### src/rtl/fifo_wr_arbiter.sv
// rtl/fifo_wr_arbiter.sv - burst-locked round-robin arbiter for one FIFO write port
// Optional per-grant beat limit: FIFO_WR_ARBITER_BURSTLIMIT_EN (uses MAX_BURST).
module fifo_wr_arbiter #(
    parameter int N_REQ     = 4,
    parameter int WIDTH     = 8,
    parameter int MAX_BURST = 16
) (
    input  logic                     i_clk,
    input  logic                     i_rst_n,
    input  logic                     i_cg,
    input  logic [N_REQ-1:0]         i_valid,
    input  logic [N_REQ*WIDTH-1:0]   i_data,
    input  logic [N_REQ-1:0]         i_last,
    output logic [N_REQ-1:0]         o_ready,
    output logic [WIDTH-1:0]         o_data,
    output logic                     o_valid,
    output logic                     o_last,
    input  logic                     i_ready,
    output logic [N_REQ-1:0]         o_grant,
    output logic                     o_busy
);
    localparam int IW = $clog2(N_REQ);
    localparam int CW = $clog2(MAX_BURST + 1);

    typedef enum logic {IDLE, BURST} state_t;

    state_t          state_q, state_d;
    logic [IW-1:0]   g_q, g_d;
    logic [IW-1:0]   ptr_q, ptr_d;
    logic [CW-1:0]   cnt_q, cnt_d;
    logic [IW-1:0]   pick;
    logic [IW-1:0]   idx;
    logic            any_req;
    logic            push;
    logic            release_burst;

    always_ff @(posedge i_clk or negedge i_rst_n) begin
        if (!i_rst_n) begin
            state_q <= IDLE;
            g_q     <= '0;
            ptr_q   <= IW'(N_REQ - 1);
            cnt_q   <= '0;
        end else begin
            state_q <= state_d;
            g_q     <= g_d;
            ptr_q   <= ptr_d;
            cnt_q   <= cnt_d;
        end
    end

    // Scan from the farthest offset down so the requester nearest ptr+1 wins.
    always_comb begin
        pick    = '0;
        idx     = '0;
        any_req = 1'b0;
        for (int i = N_REQ; i >= 1; i--) begin
            idx = IW'((int'(ptr_q) + i) % N_REQ);
            if (i_valid[idx]) begin
                pick    = idx;
                any_req = 1'b1;
            end
        end
    end

    assign push = i_cg && o_valid && i_ready;

`ifdef FIFO_WR_ARBITER_BURSTLIMIT_EN
    assign release_burst = push && (o_last || (cnt_q + CW'(1) == CW'(MAX_BURST)));
`else
    assign release_burst = push && o_last;
`endif

    always_comb begin
        state_d = state_q;
        g_d     = g_q;
        ptr_d   = ptr_q;
        cnt_d   = cnt_q;
        if (i_cg) begin
            case (state_q)
                IDLE: begin
                    if (any_req) begin
                        state_d = BURST;
                        g_d     = pick;
                        cnt_d   = '0;
                    end
                end
                BURST: begin
                    if (release_burst) begin
                        state_d = IDLE;
                        ptr_d   = g_q;
                    end else if (push && (cnt_q != '1)) begin
                        cnt_d = cnt_q + CW'(1);
                    end
                end
                default: state_d = IDLE;
            endcase
        end
    end

    always_comb begin
        o_ready = '0;
        o_grant = '0;
        o_valid = 1'b0;
        o_data  = '0;
        o_last  = 1'b0;
        o_busy  = 1'b0;
        if (state_q == BURST) begin
            o_busy       = 1'b1;
            o_grant[g_q] = 1'b1;
            o_valid      = i_valid[g_q];
            o_data       = i_data[int'(g_q)*WIDTH +: WIDTH];
            o_last       = i_last[g_q];
            o_ready[g_q] = i_ready && i_cg;
        end
    end
endmodule

### config.mk
export PLATFORM = sky130hd
export DESIGN_NAME = fifo_wr_arbiter
export DESIGN_NICKNAME = d
export VERILOG_FILES = /design/src/rtl/fifo_wr_arbiter.sv
export SDC_FILE = /design/constraint.sdc
export NUM_CORES = 1
export LEC_CHECK = 0
export CAP_MARGIN = 30
export CORE_ASPECT_RATIO = 0.75
export CORE_UTILIZATION = 34
export DETAILED_ROUTE_END_ITERATION = 10
export PLACE_DENSITY = 0.85
export SETUP_SLACK_MARGIN = 0.15
export SYNTH_ARGS = -nofsm -noshare
export SYNTH_HDL_FRONTEND = slang
export SYNTH_SLANG_ARGS = --single-unit
### constraint.sdc
create_clock -name i_clk -period 3.1 [get_ports i_clk]
set_input_delay 0.62 -clock i_clk [delete_from_list [all_inputs] [get_ports i_clk]]
set_output_delay 0.62 -clock i_clk [all_outputs]
set_load 0.05 [all_outputs]
======== Yosys cells after proc, flatten, opt, wreduce, memory -nomap -nowiden ========
Index checks and enable logic that the tools add are counted.
operators by class
  add/subtract/negate cells ............... 4
  magnitude comparators ................... 6
  shifts and indexed selects .............. 1
  multiplexer cells ....................... 31
  bitwise logic cells ..................... 2
  reductions and logical operators ........ 7
operator list
  cell                                                                    count
  32-bit by 6-bit variable part select with 8-bit output                  1
  1-bit 2-to-1 mux                                                        16
  2-bit by 3-bit < comparator with 1-bit output (second input constant)   5
  1-bit binary-select mux with 2-bit select                               6
  2-bit 2-to-1 mux                                                        4
  4-bit 2-to-1 mux                                                        2
  8-bit 2-to-1 mux                                                        1
  3-bit AND reduction                                                     2
  1-bit logical AND                                                       5
  2-bit by 1-bit adder with 2-bit output (second input constant)          2
  2-bit adder (second input constant)                                     2
  4-bit bitwise AND                                                       1
  1-bit demux with 2-bit select                                           1
  2-bit by 1-bit >= comparator with 1-bit output (second input constant)  1
  1-bit one-hot mux with 2 select lines                                   1
  1-bit inverter                                                          1
storage, ports and cells
  register bits ........................... 5
  output and inout port bits .............. 19

======== Depth between registers and ports, before layout ========
  depth in word-level cells ............... 9
  depth in mapped cells ................... 6
  gate-level depth less buffers ........... 4

======== Worst setup path before layout ========
Ideal clock, no wire load.
  path kind ............................... register to output
  start point ............................. register state_q
  end point ............................... output o_ready[0]
  arrival time ............................ 1.931 ns
  setup slack ............................. 0.549 ns
  stages on the path, launching flop included .. 3
  path through ............................ dfrtp_1 nand3_1 nor3_1
on the way
  longest elaborated chain between the ends .. 1
ends and longest elaborated chain
  element                 RTL line  text
  start, declared         27        state_t state_q, state_d;
  start signal, assigned  44        state_q <= state_d;
  4-bit 2-to-1 mux        107       if (state_q == BURST) begin
  end, declared           14        output logic [N_REQ-1:0] o_ready,
Every way passes these cells.

======== Worst setup path after layout ========
  start point ............................. register g_q[0]
  end point ............................... output o_grant[3]
on the way
  longest elaborated chain between the ends .. 5
  elaborated cells between the ends (all ways) .. 6
  those cells by class .................... 2 x order compare; 3 x mux; 1 x reduce/logical
ends and longest elaborated chain
  element                                                                                                                                RTL line  text
  start, declared                                                                                                                        28        logic [IW-1:0] g_q, g_d;
  start signal, assigned                                                                                                                 45        g_q <= g_d;
  2-bit by 3-bit < comparator with 1-bit output (implied by the code) or 2-bit by 1-bit >= comparator with 1-bit output (tied branches)  109       o_grant[g_q] = 1'b1;
  1-bit logical AND (implied by the code)                                                                                                109
  1-bit 2-to-1 mux (implied by the code)                                                                                                 109
  1-bit demux with 2-bit select (*)                                                                                                      109
  4-bit 2-to-1 mux (*)                                                                                                                   107
  end, declared                                                                                                                          19        output logic [N_REQ-1:0] o_grant,
Mark *: on every way between the ends. The rest lies on a longest branch, timed or not.

==> impl_metrics.py <==
metrics = {
    "logic_synthesis": {
        "synth_fa_ha_area_share_pct": 0,
        "ys_types": 30,
        "synth_top_family_by_area": "multiplexers",
        "ys.flop_type": "dfrtp_1",
        "postSynth.asyncResetShare_pct": 100.0,
        "synth-simple-area-share_pct": 26.09,
        "synth_compound_area_share_pct": 8.361,
        "synth_edf_count": 0,
        "synth_xor_area_share_pct": 0,
        "ys_ff_latch": 5,
        "synth_top_cell_by_area": "mux4_1",
        "yosysSeqAreaShare_pct": 17.06,
        "synth_warnings": 0,
        "synth_area_sq_um": 748.2,
        "synth.area.top_cells": "mux4_1 (21%), dfrtp_1 (10%), mux2i_1 (8.0%)",
        "syn_avg_cell_area_sq_um": 10.11,
        "yosysMostFrequentCell": "and2_1",
        "synthTopCellsByCount": "and2_1 (8), nor2_1 (7), mux2i_1 (6), mux4_1 (6), nand2_1 (6)",
        "synthDominantCellAreaShare_pct": 21.07,
        "synthCells": 74,
        "synthesis.nets": 118,
        "synth.area.mux_share_pct": 40.13,
    },
    "critical_path": {
        "worstSetupPathType": "flop to output pin",
        "required_ns": 2.48,
        "cp.arrival_ns": 2.04,
        "critPathCaptureType": "output pin",
        "path_cells": "inv_1 -> nor2_1 -> clkdlybuf4s50_1",
        "crit_fanout": 12,
        "slowest_delay_ns": 0.82,
        "cp_slowest_cell": "clkdlybuf4s50_1",
        "critPathLaunchType": "flop",
        "path_delay_family": "buffers and inverters",
        "path_buf_inv": 2,
    },
    "clock_tree": {
        "cts_tree": "done",
        "clock-sinks": 5,
        "ctsResizeCount": 0,
        "postCtsSetupBuffers": 0,
        "clk-insertion-delay-late_ns": 0.24,
        "clk_pin_slew_ns": 0.04,
        "cts_made_buffers": 3,
        "ctsHoldBuffers": 0,
        "clk_path_buf_depth": 2,
        "clockRootBuffer": "clkbuf_4",
        "h-tree-depth": 1,
    },
    "drt": {
        "wl_per_cell_microns": 15.14,
        "drc_errors": 0,
        "drt_first_iter_violations": 23,
        "drt-total-wl_mm": 2.437,
        "first_pass_iters": 4,
        "via_per_inst": 5.280,
        "vias": 850,
        "ant_nets": 0,
    },
    "finish": {
        "fill_cells": 175,
        "antenna_cells": 0,
        "drive_above_1_share_pct": 21.17,
        "finalNonFillerCells": 161,
        "syn_to_final_growth_pct": 80.43,
        "nNetsFinal": 182,
    },
    "timing": {
        "worst_slew_pin_slew_ns": 0.5109,
        "max_freq_mhz": 376.6,
        "tns_ns": 0,
        "fin_crit_sh_pct": 85.66,
        "final_max_slew_viol_count": 0,
        "relSlewSlack_pct": 65.83,
        "setup_viol": 0,
        "rsz0062_at_grt": "false",
        "clock_skew_ns": 0.0008727,
        "hold_viol_final": 0,
        "finalCriticalPeriod_ns": 2.656,
    },
    "min_path": {
        "hold_class": "flop to flop",
    },
    "placed_design": {
        "io_buffers": 62,
        "dp_hpwl_mm": 2.050,
        "dp_cells": 157,
        "place.gp.congestion": 0.7777,
    },
    "job": {
        "drv_cap": 0,
    },
    "die": {
        "dieWidth_microns": 56.17,
        "core_sq_um": 2032,
        "dieHeight_microns": 42.63,
        "die-area_sq_um": 2394,
        "num_rows": 14,
        "io_pins": 63,
        "start_util_pct": 36.82,
    },
    "power": {
        "ir_worst_vdd_uv": 669.6,
        "power_density_nw_per_um2": 994.3,
        "p_leak_nw": 0.5789,
    },
    "global_route": {
        "grt.overflow.total": 0,
        "grt_pass1_wl_mm": 3.898,
        "grt_pass1_vias": 791,
        "track_usage_pct": 21.44,
        "grt_start_max_net_pins": 18,
        "antenna_found_initial": 0,
    },
    "outcome": {
        "status": "completed",
    },
}
==> final timing paths <==
path,start,to,slack (ns),cells after the start
hold / removal,ptr_q[0],ptr_q[0],0.56,2
hold reg to reg,ptr_q[0],ptr_q[0],0.56,2
setup / recovery,g_q[0],o_grant[3],0.44,3
setup reg to reg,g_q[1],ptr_q[1],1.36,5
max in group asynchronous,i_rst_n,ptr_q[0],2.26,1
min in group asynchronous,i_rst_n,g_q[1],0.59,1
==> per-stage QoR <==
step           setup slack, ns  cell area (sq um)  hold slack (ns)  total power [W]  utilization, %
2_1_floorplan           0.5491              748.2           0.3244        0.0009918               -
3_3_place_gp            0.6417               1324           0.5092         0.001255           65.15
3_5_place_dp            0.5924               1324           0.5485         0.001274           65.15
4_1_cts                 0.4277               1350           0.5545         0.001350           66.44
5_1_grt                 0.3002               1350           0.5893         0.001416           66.44
6_report                0.4444               1350           0.5572         0.001342           66.44
==> worst register-to-register path, stage by stage, from the launching register on <==
cell and delay (ns):
dfrtp_1 0.56, buf_4 0.27, mux2i_1 0.28, o22ai_2 0.14
nand2_2 0.11, mux2_4 0.31
==> report_power, final <==
part | switching, W | internal, W | total [W]
Combinational | 0.000638 | 0.000434 | 0.00107
Sequential | 0.0000906 | 0.000107 | 0.000198
Clock | 0.0000242 | 0.0000485 | 0.0000727
==> cell usage in the layout (no fill, tap or decap), types with 3 or more instances in the layout <==
cell type | synthesis | routed
clkdlybuf4s50_1 | 0 | 48
buf_4 | 0 | 16
and2_1 | 8 | 8
nor2_1 | 7 | 7
mux4_1 | 6 | 6
nand2_1 | 6 | 6
mux2i_1 | 6 | 6
nand2b_1 | 4 | 4
nand3_1 | 3 | 3
a21oi_1 | 3 | 3
clkbuf_4 | 0 | 3
dfrtp_1 | 3 | 3
==> cell families after synthesis <==
group,count (synthesis)
buffers and inverters,7
and+or+nand+nor,37
DFF,5
muxes,17
AOI/OAI and AO/OA,8
==> sequential cells by signal, indices dropped and copies added (netlist names) <==
signal and cells:
g_q 2, ptr_q 2, state_q 1
==> final cells by class <==
cell class / instances / area [sq um] / area share [%]
flip-flops and latches: 5 / 127.6 / 9.453
well taps: 24 / 30.03 / 2.224
clock buffers: 4 / 26.28 / 1.946
repair buffers: 64 / 600.6 / 44.49
inverters: 2 / 7.507 / 0.5561
multi-input cells: 62 / 558.0 / 41.33
==> layer usage <==
layer / vias up / global-route usage, % / part of all wire, %
met2: 30 / 37.62 / 52
li1: 411 / - / -
met1: 401 / 26.10 / 42
met3: 8 / 2.778 / 3.9
met4: 0 / 10.24 / 2.5
met5: - / 0 / 0
(Power assumes the default switching activity.)
